--- config.mk ---
export PLATFORM = sky130hd
export DESIGN_NAME = pipeline_ctrl_flat
export DESIGN_NICKNAME = d
export VERILOG_FILES = /design/src/rtl/pipe_ctrl_pkg.sv /design/src/rtl/pipeline_ctrl_if.sv /design/src/rtl/pipeline_ctrl_hazard_detect.sv /design/src/rtl/pipeline_ctrl.sv /design/src/flat_wrapper.sv
export SDC_FILE = /design/constraint.sdc
export NUM_CORES = 1
export LEC_CHECK = 0
export ABC_CLOCK_PERIOD_IN_PS = 6100
export CAP_MARGIN = 30
export CORE_MARGIN = 2
export CORE_UTILIZATION = 52
export DETAILED_ROUTE_END_ITERATION = 10
export PLACE_DENSITY = 0.9
export RECOVER_POWER = 100
export SLEW_MARGIN = 25
export SYNTH_ARGS = -nofsm -noshare
export SYNTH_HDL_FRONTEND = slang
export SYNTH_SLANG_ARGS = --single-unit
--- constraint.sdc ---
create_clock -name clk -period 6.1 [get_ports clk]
set_input_delay 0.61 -clock clk [delete_from_list [all_inputs] [get_ports clk]]
set_output_delay 0.61 -clock clk [all_outputs]
set_load 0.03 [all_outputs]
--- src/rtl/pipe_ctrl_pkg.sv ---
// Shared types and constants for the pipeline stall/flush scheduler.
package pipe_ctrl_pkg;

   localparam int REG_W        = 4;
   localparam int MEM_WAIT_DEF = 4;

   typedef enum logic {
      IDLE = 1'b0,
      BUSY = 1'b1
   } mem_state_t;

endpackage

--- src/rtl/pipeline_ctrl_if.sv ---
// Hazard/branch/memory status bundle between the pipeline stages and the scheduler.
import pipe_ctrl_pkg::*;

interface pipeline_ctrl_if #(
   parameter int CNT_W = 16
);
   logic [REG_W-1:0] id_src1;
   logic [REG_W-1:0] id_src2;
   logic             id_two_src;
   logic [REG_W-1:0] exe_dest;
   logic             exe_wb_en;
   logic             exe_mem_r_en;
   logic [REG_W-1:0] mem_dest;
   logic             mem_wb_en;
   logic             mem_req;
   logic             exe_branch_taken;
   logic             fwd_en;
   logic             hazard;
   logic             freeze;
   logic             mem_freeze;
   logic             flush;
   logic [CNT_W-1:0] stall_cnt;
   logic [CNT_W-1:0] flush_cnt;

   modport master (
      output id_src1, id_src2, id_two_src, exe_dest, exe_wb_en, exe_mem_r_en,
             mem_dest, mem_wb_en, mem_req, exe_branch_taken, fwd_en,
      input  hazard, freeze, mem_freeze, flush, stall_cnt, flush_cnt
   );

   modport slave (
      input  id_src1, id_src2, id_two_src, exe_dest, exe_wb_en, exe_mem_r_en,
             mem_dest, mem_wb_en, mem_req, exe_branch_taken, fwd_en,
      output hazard, freeze, mem_freeze, flush, stall_cnt, flush_cnt
   );
endinterface

--- src/rtl/pipeline_ctrl_hazard_detect.sv ---
// Combinational read-after-write comparator between the ID sources and the
// EXE/MEM destinations; with forwarding only a load-use pair is a hit.
import pipe_ctrl_pkg::*;

module hazard_detect (
   input  logic [REG_W-1:0] id_src1,
   input  logic [REG_W-1:0] id_src2,
   input  logic             id_two_src,
   input  logic [REG_W-1:0] exe_dest,
   input  logic             exe_wb_en,
   input  logic             exe_mem_r_en,
   input  logic [REG_W-1:0] mem_dest,
   input  logic             mem_wb_en,
   input  logic             fwd_en,
   output logic             raw_hit
);
   logic [REG_W-1:0] src [2];
   logic [1:0]       src_en;
   logic [1:0]       src_hit;

   assign src[0] = id_src1;
   assign src[1] = id_src2;
   assign src_en = {id_two_src, 1'b1};

   generate
      for (genvar gi = 0; gi < 2; gi++) begin : g_src
         logic exe_match;
         logic mem_match;
         assign exe_match   = (src[gi] == exe_dest) && exe_wb_en;
         assign mem_match   = (src[gi] == mem_dest) && mem_wb_en;
         // Forwarding covers every case except a load whose data is not back yet.
         assign src_hit[gi] = src_en[gi] &&
                              (fwd_en ? (exe_match && exe_mem_r_en)
                                      : (exe_match || mem_match));
      end
   endgenerate

   assign raw_hit = |src_hit;

endmodule

--- src/rtl/pipeline_ctrl.sv ---
// Stall/flush scheduler: memory wait-state FSM, freeze/flush/hazard priority
// and saturating performance counters.
import pipe_ctrl_pkg::*;

module pipeline_ctrl #(
   parameter int MEM_WAIT = MEM_WAIT_DEF,
   parameter int CNT_W    = 16
) (
   input  logic          clk,
   input  logic          rst,
   pipeline_ctrl_if.slave bus
);
   localparam int              ACC_W      = $clog2(MEM_WAIT + 1);
   localparam bit              MULTI      = (MEM_WAIT > 1);
   localparam logic [ACC_W-1:0] LAST_CYC  = ACC_W'(MEM_WAIT);
   localparam logic [ACC_W-1:0] FIRST_BUSY = ACC_W'(2);

   mem_state_t       state_reg, state_next;
   logic [ACC_W-1:0] acc_cyc_reg, acc_cyc_next;
   logic             raw_hit;
   logic             mem_freeze_raw;
   logic             mem_freeze_int;
   logic             flush_int;
   logic             hazard_int;
   logic             freeze_int;

   hazard_detect u_hazard_detect (
      .id_src1      (bus.id_src1),
      .id_src2      (bus.id_src2),
      .id_two_src   (bus.id_two_src),
      .exe_dest     (bus.exe_dest),
      .exe_wb_en    (bus.exe_wb_en),
      .exe_mem_r_en (bus.exe_mem_r_en),
      .mem_dest     (bus.mem_dest),
      .mem_wb_en    (bus.mem_wb_en),
      .fwd_en       (bus.fwd_en),
      .raw_hit      (raw_hit)
   );

   always_ff @(posedge clk) begin
      if (rst) begin
         state_reg   <= IDLE;
         acc_cyc_reg <= '0;
      end else begin
         state_reg   <= state_next;
         acc_cyc_reg <= acc_cyc_next;
      end
   end

   // IDLE with a request is access cycle 1; the last access cycle is unfrozen
   // so the pipeline advances on its edge.
   always_comb begin
      state_next     = state_reg;
      acc_cyc_next   = acc_cyc_reg;
      mem_freeze_raw = 1'b0;
      case (state_reg)
         IDLE: begin
            if (bus.mem_req && MULTI) begin
               state_next     = BUSY;
               acc_cyc_next   = FIRST_BUSY;
               mem_freeze_raw = 1'b1;
            end
         end
         BUSY: begin
            mem_freeze_raw = (acc_cyc_reg < LAST_CYC);
            if (acc_cyc_reg == LAST_CYC) begin
               state_next   = IDLE;
               acc_cyc_next = '0;
            end else begin
               acc_cyc_next = acc_cyc_reg + 1'b1;
            end
         end
         default: begin
            state_next   = IDLE;
            acc_cyc_next = '0;
         end
      endcase
   end

   // A held branch simply waits out the freeze and flushes afterwards.
   assign mem_freeze_int = mem_freeze_raw && !rst;
   assign flush_int      = bus.exe_branch_taken && !mem_freeze_int && !rst;
   assign hazard_int     = raw_hit && !mem_freeze_int && !flush_int && !rst;
   assign freeze_int     = hazard_int || mem_freeze_int;

   assign bus.mem_freeze = mem_freeze_int;
   assign bus.flush      = flush_int;
   assign bus.hazard     = hazard_int;
   assign bus.freeze     = freeze_int;

   logic [CNT_W-1:0] cnt_reg [2];
   logic [1:0]       cnt_event;

   assign cnt_event = {flush_int, freeze_int};

   generate
      for (genvar gi = 0; gi < 2; gi++) begin : g_cnt
         always_ff @(posedge clk) begin
            if (rst) begin
               cnt_reg[gi] <= '0;
            end else if (cnt_event[gi] && (cnt_reg[gi] != '1)) begin
               cnt_reg[gi] <= cnt_reg[gi] + 1'b1;
            end
         end
      end
   endgenerate

   assign bus.stall_cnt = cnt_reg[0];
   assign bus.flush_cnt = cnt_reg[1];

endmodule

--- src/flat_wrapper.sv ---
// flat-port wrapper written by rule: the top's interface ports become plain ports
module pipeline_ctrl_flat 
#(
   parameter int MEM_WAIT = MEM_WAIT_DEF,
   parameter int CNT_W    = 16
)
  (clk, rst, bus_id_src1, bus_id_src2, bus_id_two_src, bus_exe_dest, bus_exe_wb_en, bus_exe_mem_r_en, bus_mem_dest, bus_mem_wb_en, bus_mem_req, bus_exe_branch_taken, bus_fwd_en, bus_hazard, bus_freeze, bus_mem_freeze, bus_flush, bus_stall_cnt, bus_flush_cnt);
  pipeline_ctrl_if #(.CNT_W(CNT_W)) bus_i ();
  input  logic clk;
  input  logic rst;
  input wire logic [$bits(bus_i.id_src1)-1:0] bus_id_src1;
  input wire logic [$bits(bus_i.id_src2)-1:0] bus_id_src2;
  input wire logic [$bits(bus_i.id_two_src)-1:0] bus_id_two_src;
  input wire logic [$bits(bus_i.exe_dest)-1:0] bus_exe_dest;
  input wire logic [$bits(bus_i.exe_wb_en)-1:0] bus_exe_wb_en;
  input wire logic [$bits(bus_i.exe_mem_r_en)-1:0] bus_exe_mem_r_en;
  input wire logic [$bits(bus_i.mem_dest)-1:0] bus_mem_dest;
  input wire logic [$bits(bus_i.mem_wb_en)-1:0] bus_mem_wb_en;
  input wire logic [$bits(bus_i.mem_req)-1:0] bus_mem_req;
  input wire logic [$bits(bus_i.exe_branch_taken)-1:0] bus_exe_branch_taken;
  input wire logic [$bits(bus_i.fwd_en)-1:0] bus_fwd_en;
  output wire logic [$bits(bus_i.hazard)-1:0] bus_hazard;
  output wire logic [$bits(bus_i.freeze)-1:0] bus_freeze;
  output wire logic [$bits(bus_i.mem_freeze)-1:0] bus_mem_freeze;
  output wire logic [$bits(bus_i.flush)-1:0] bus_flush;
  output wire logic [$bits(bus_i.stall_cnt)-1:0] bus_stall_cnt;
  output wire logic [$bits(bus_i.flush_cnt)-1:0] bus_flush_cnt;
  assign bus_i.id_src1 = bus_id_src1;
  assign bus_i.id_src2 = bus_id_src2;
  assign bus_i.id_two_src = bus_id_two_src;
  assign bus_i.exe_dest = bus_exe_dest;
  assign bus_i.exe_wb_en = bus_exe_wb_en;
  assign bus_i.exe_mem_r_en = bus_exe_mem_r_en;
  assign bus_i.mem_dest = bus_mem_dest;
  assign bus_i.mem_wb_en = bus_mem_wb_en;
  assign bus_i.mem_req = bus_mem_req;
  assign bus_i.exe_branch_taken = bus_exe_branch_taken;
  assign bus_i.fwd_en = bus_fwd_en;
  assign bus_hazard = bus_i.hazard;
  assign bus_freeze = bus_i.freeze;
  assign bus_mem_freeze = bus_i.mem_freeze;
  assign bus_flush = bus_i.flush;
  assign bus_stall_cnt = bus_i.stall_cnt;
  assign bus_flush_cnt = bus_i.flush_cnt;
  pipeline_ctrl #(.MEM_WAIT(MEM_WAIT), .CNT_W(CNT_W)) u_core (.clk(clk), .rst(rst), .bus(bus_i));
endmodule
==> qor.txt <==
Rel. slew slack -> -41.70%
Hold Fails Final Rpt -> 0
ranking of synthesized cells by area -> edfxtp_1 43%, xnor2_1 12%, xor2_1 5.1%, nor2_1 4.0%, dfxtp_1 3.6%
final design utilization -> 72.14%
Max Freq -> 220.9 MHz
met1 WL -> 2027 µm
Synth Cell Area -> 2251 µm²
Setup Buffers After CTS -> 0
largest area contributor in the netlist -> edfxtp_1
first-pass GRT wire length -> 8266 µm
Setup crit end kind -> output pin
clock-pin slew of the registers on the worst-case setup and hold paths -> 0.06 ns
P_leak -> 1.062 nW
Fillers -> 320
Top FF cell, synth -> edfxtp_1
core area -> 4086 µm²
fin crit period -> 4.526 ns
total wire length -> 4840 µm
share of layout cells above drive strength 1 -> 5.357%
TritonRoute pass-1 iters -> 4
most common cell after layout, fill and taps aside -> dlygate4sd3_1
P&R area growth vs syn -> 30.96%
Worst Setup Start Kind -> input pin
max reg flops -> 32
metal2 WL -> 2492 µm
YS warnings -> 0
most frequent cells in the layout -> 37 x dlygate4sd3_1, 32 x edfxtp_1, 31 x xnor2_1
gpl congestion -> 0.8115
Peak supply drop -> 99.45 µV
largest net degree at the start of global routing -> 19
RSZ-0062 raised after global routing -> false
DIE AREA -> 4871 µm²
Crit Path Max Fanout -> 18
crit share post-route -> 74.20%
via count -> 1,870
# Max-Cap Violations -> 1
area of the multi-input gates -> 1126 µm²
DP HPWL -> 3720 µm
Avg Vias per Cell -> 5.667
H-tree levels -> 2
width of the chip -> 69.79 µm
CTS Buffer Depth -> 2
Iter 0 DRT Violations -> 173
antenna-violating nets left -> 0
post-cts sizing count -> 0
FFs w/ async S/R, synth -> 0%
Power Density -> 213.4 nW/µm²
CTS buffer count -> 5
post-cts hold buffer count -> 0
EDFF count, synth -> 32
Initial Util -> 55.08%
# setup viols final -> 0
die height -> 69.79 µm
worst hold path type -> register to register
Crit path required time -> 5.49 ns
Antenna diodes -> 0
GRT Util Overall -> 21.23%
met3 wire length -> 238 µm
share of the synthesized area in the top cell type -> 42.69%
Synth Net Count -> 247
worst endpoint data arrival time -> 3.92 ns
GRT overflow -> 0
initial antenna violation count -> 0
Rows -> 23
post-synthesis instance total -> 218
CTS tree -> done
FF/Latch Area -> 1041 µm²
CTS Sinks -> 36
Yosys reg bits -> 36
clk_skew -> 0.006058 ns
drt wl/cell -> 14.67 µm
setup TNS -> 0 ns
nets -> 308
CTS root buffer -> clkbuf_8
synthesized area per cell -> 10.33 µm²
I/O Pins -> 61
Clock Latency Late Sink -> 0.29 ns
failing checks -> capacitance limit, slew limit
Netlist cell types -> 38
fin. max-slew vios -> 19
vias in the first global route -> 1,864
worst setup path class -> input pin to output pin
IO buf count -> 60
Worst-Margin Slew -> 2.103 ns
DRC Markers -> 0
top routing layer used -> met4
status -> finished, violations left
sequential area share after synthesis -> 46.25%
kinds of logic (layout without fill, tap and decap cells):
group           Yosys count  after routing  share of synthesized area (%)
compound gates           29             29                          9.728
buf+inv                  16             78                          3.557
flops                    36             36                          46.25
xor+xnor                 44             44                          17.12
simple gates             89             89                          21.12
fa+ha+maj                 4              4                          2.224
final timing paths:
kind	from	to	slack (ns)	cells after the start
worst max-delay path	bus_mem_dest[3]	bus_freeze	1.57	7
worst min-delay path	u_core.acc_cyc_reg[0]	u_core.acc_cyc_reg[0]	0.52	2
worst max register to register	u_core.cnt_reg[1][0]	u_core.cnt_reg[1][10]	3.36	5
worst min register to register	u_core.acc_cyc_reg[0]	u_core.acc_cyc_reg[0]	0.52	2
area by class of cell:
cell class              count  share of cell area [%]
flip-flops and latches     36                   35.31
multi-input cells         166                   38.20
well taps                  50                   2.122
repair buffers             61                   20.50
inverters                   9                   1.146
clock inverters             1                  0.1273
clock buffers               7                   2.589
power by group:
group | switching, mW | total, mW | internal, mW
Clock | 0.0804 | 0.160 | 0.0795
Combinational | 0.0858 | 0.152 | 0.0659
Sequential | 0.0251 | 0.317 | 0.292
Total | 0.191 | 0.629 | 0.438
worst max-delay path: stages:
cell and delay [ns]:
dlygate4sd3_1 0.58, xnor2_1 0.14, nand4_1 0.10, o22ai_1 0.09
o21ai_0 1.60, nand2_1 0.12, clkdlybuf4s50_1 0.66
metal layers:
layer	vias up	GRT usage [%]
met5	-	0
met4	0	8.974
met3	11	4.942
met2	68	36.83
met1	876	25.09
li1	915	-
metrics by stage:
step	setup slack [ns]	instances	power (mW)	instance area [µm²]	hold WS (ns)
after floorplan	2.909	218	0.4100	2251	0.4812
after global placement	2.704	322	0.4780	2880	0.5015
after detailed placement	2.626	322	0.4827	2880	0.5123
after CTS	2.643	330	0.6409	2960	0.5280
after global routing	1.316	330	0.6589	2948	0.5722
final	1.574	330	0.6290	2948	0.5191
cells in the mapped netlist (all sizes together) (2+ instances only):
master   n
nor4     2
nor3     5
or2      2
and2     2
o22ai    2
xnor2   31
nand2b   2
a21oi    7
nor2    24
and3     6
dfxtp    4
inv      9
edfxtp  32
nand3   12
a211oi  13
and4     5
nor2b    2
buf      6
nand4    8
xor2    13
o21ai    3
ha       4
nand2   17
(Power assumes the default switching activity.)
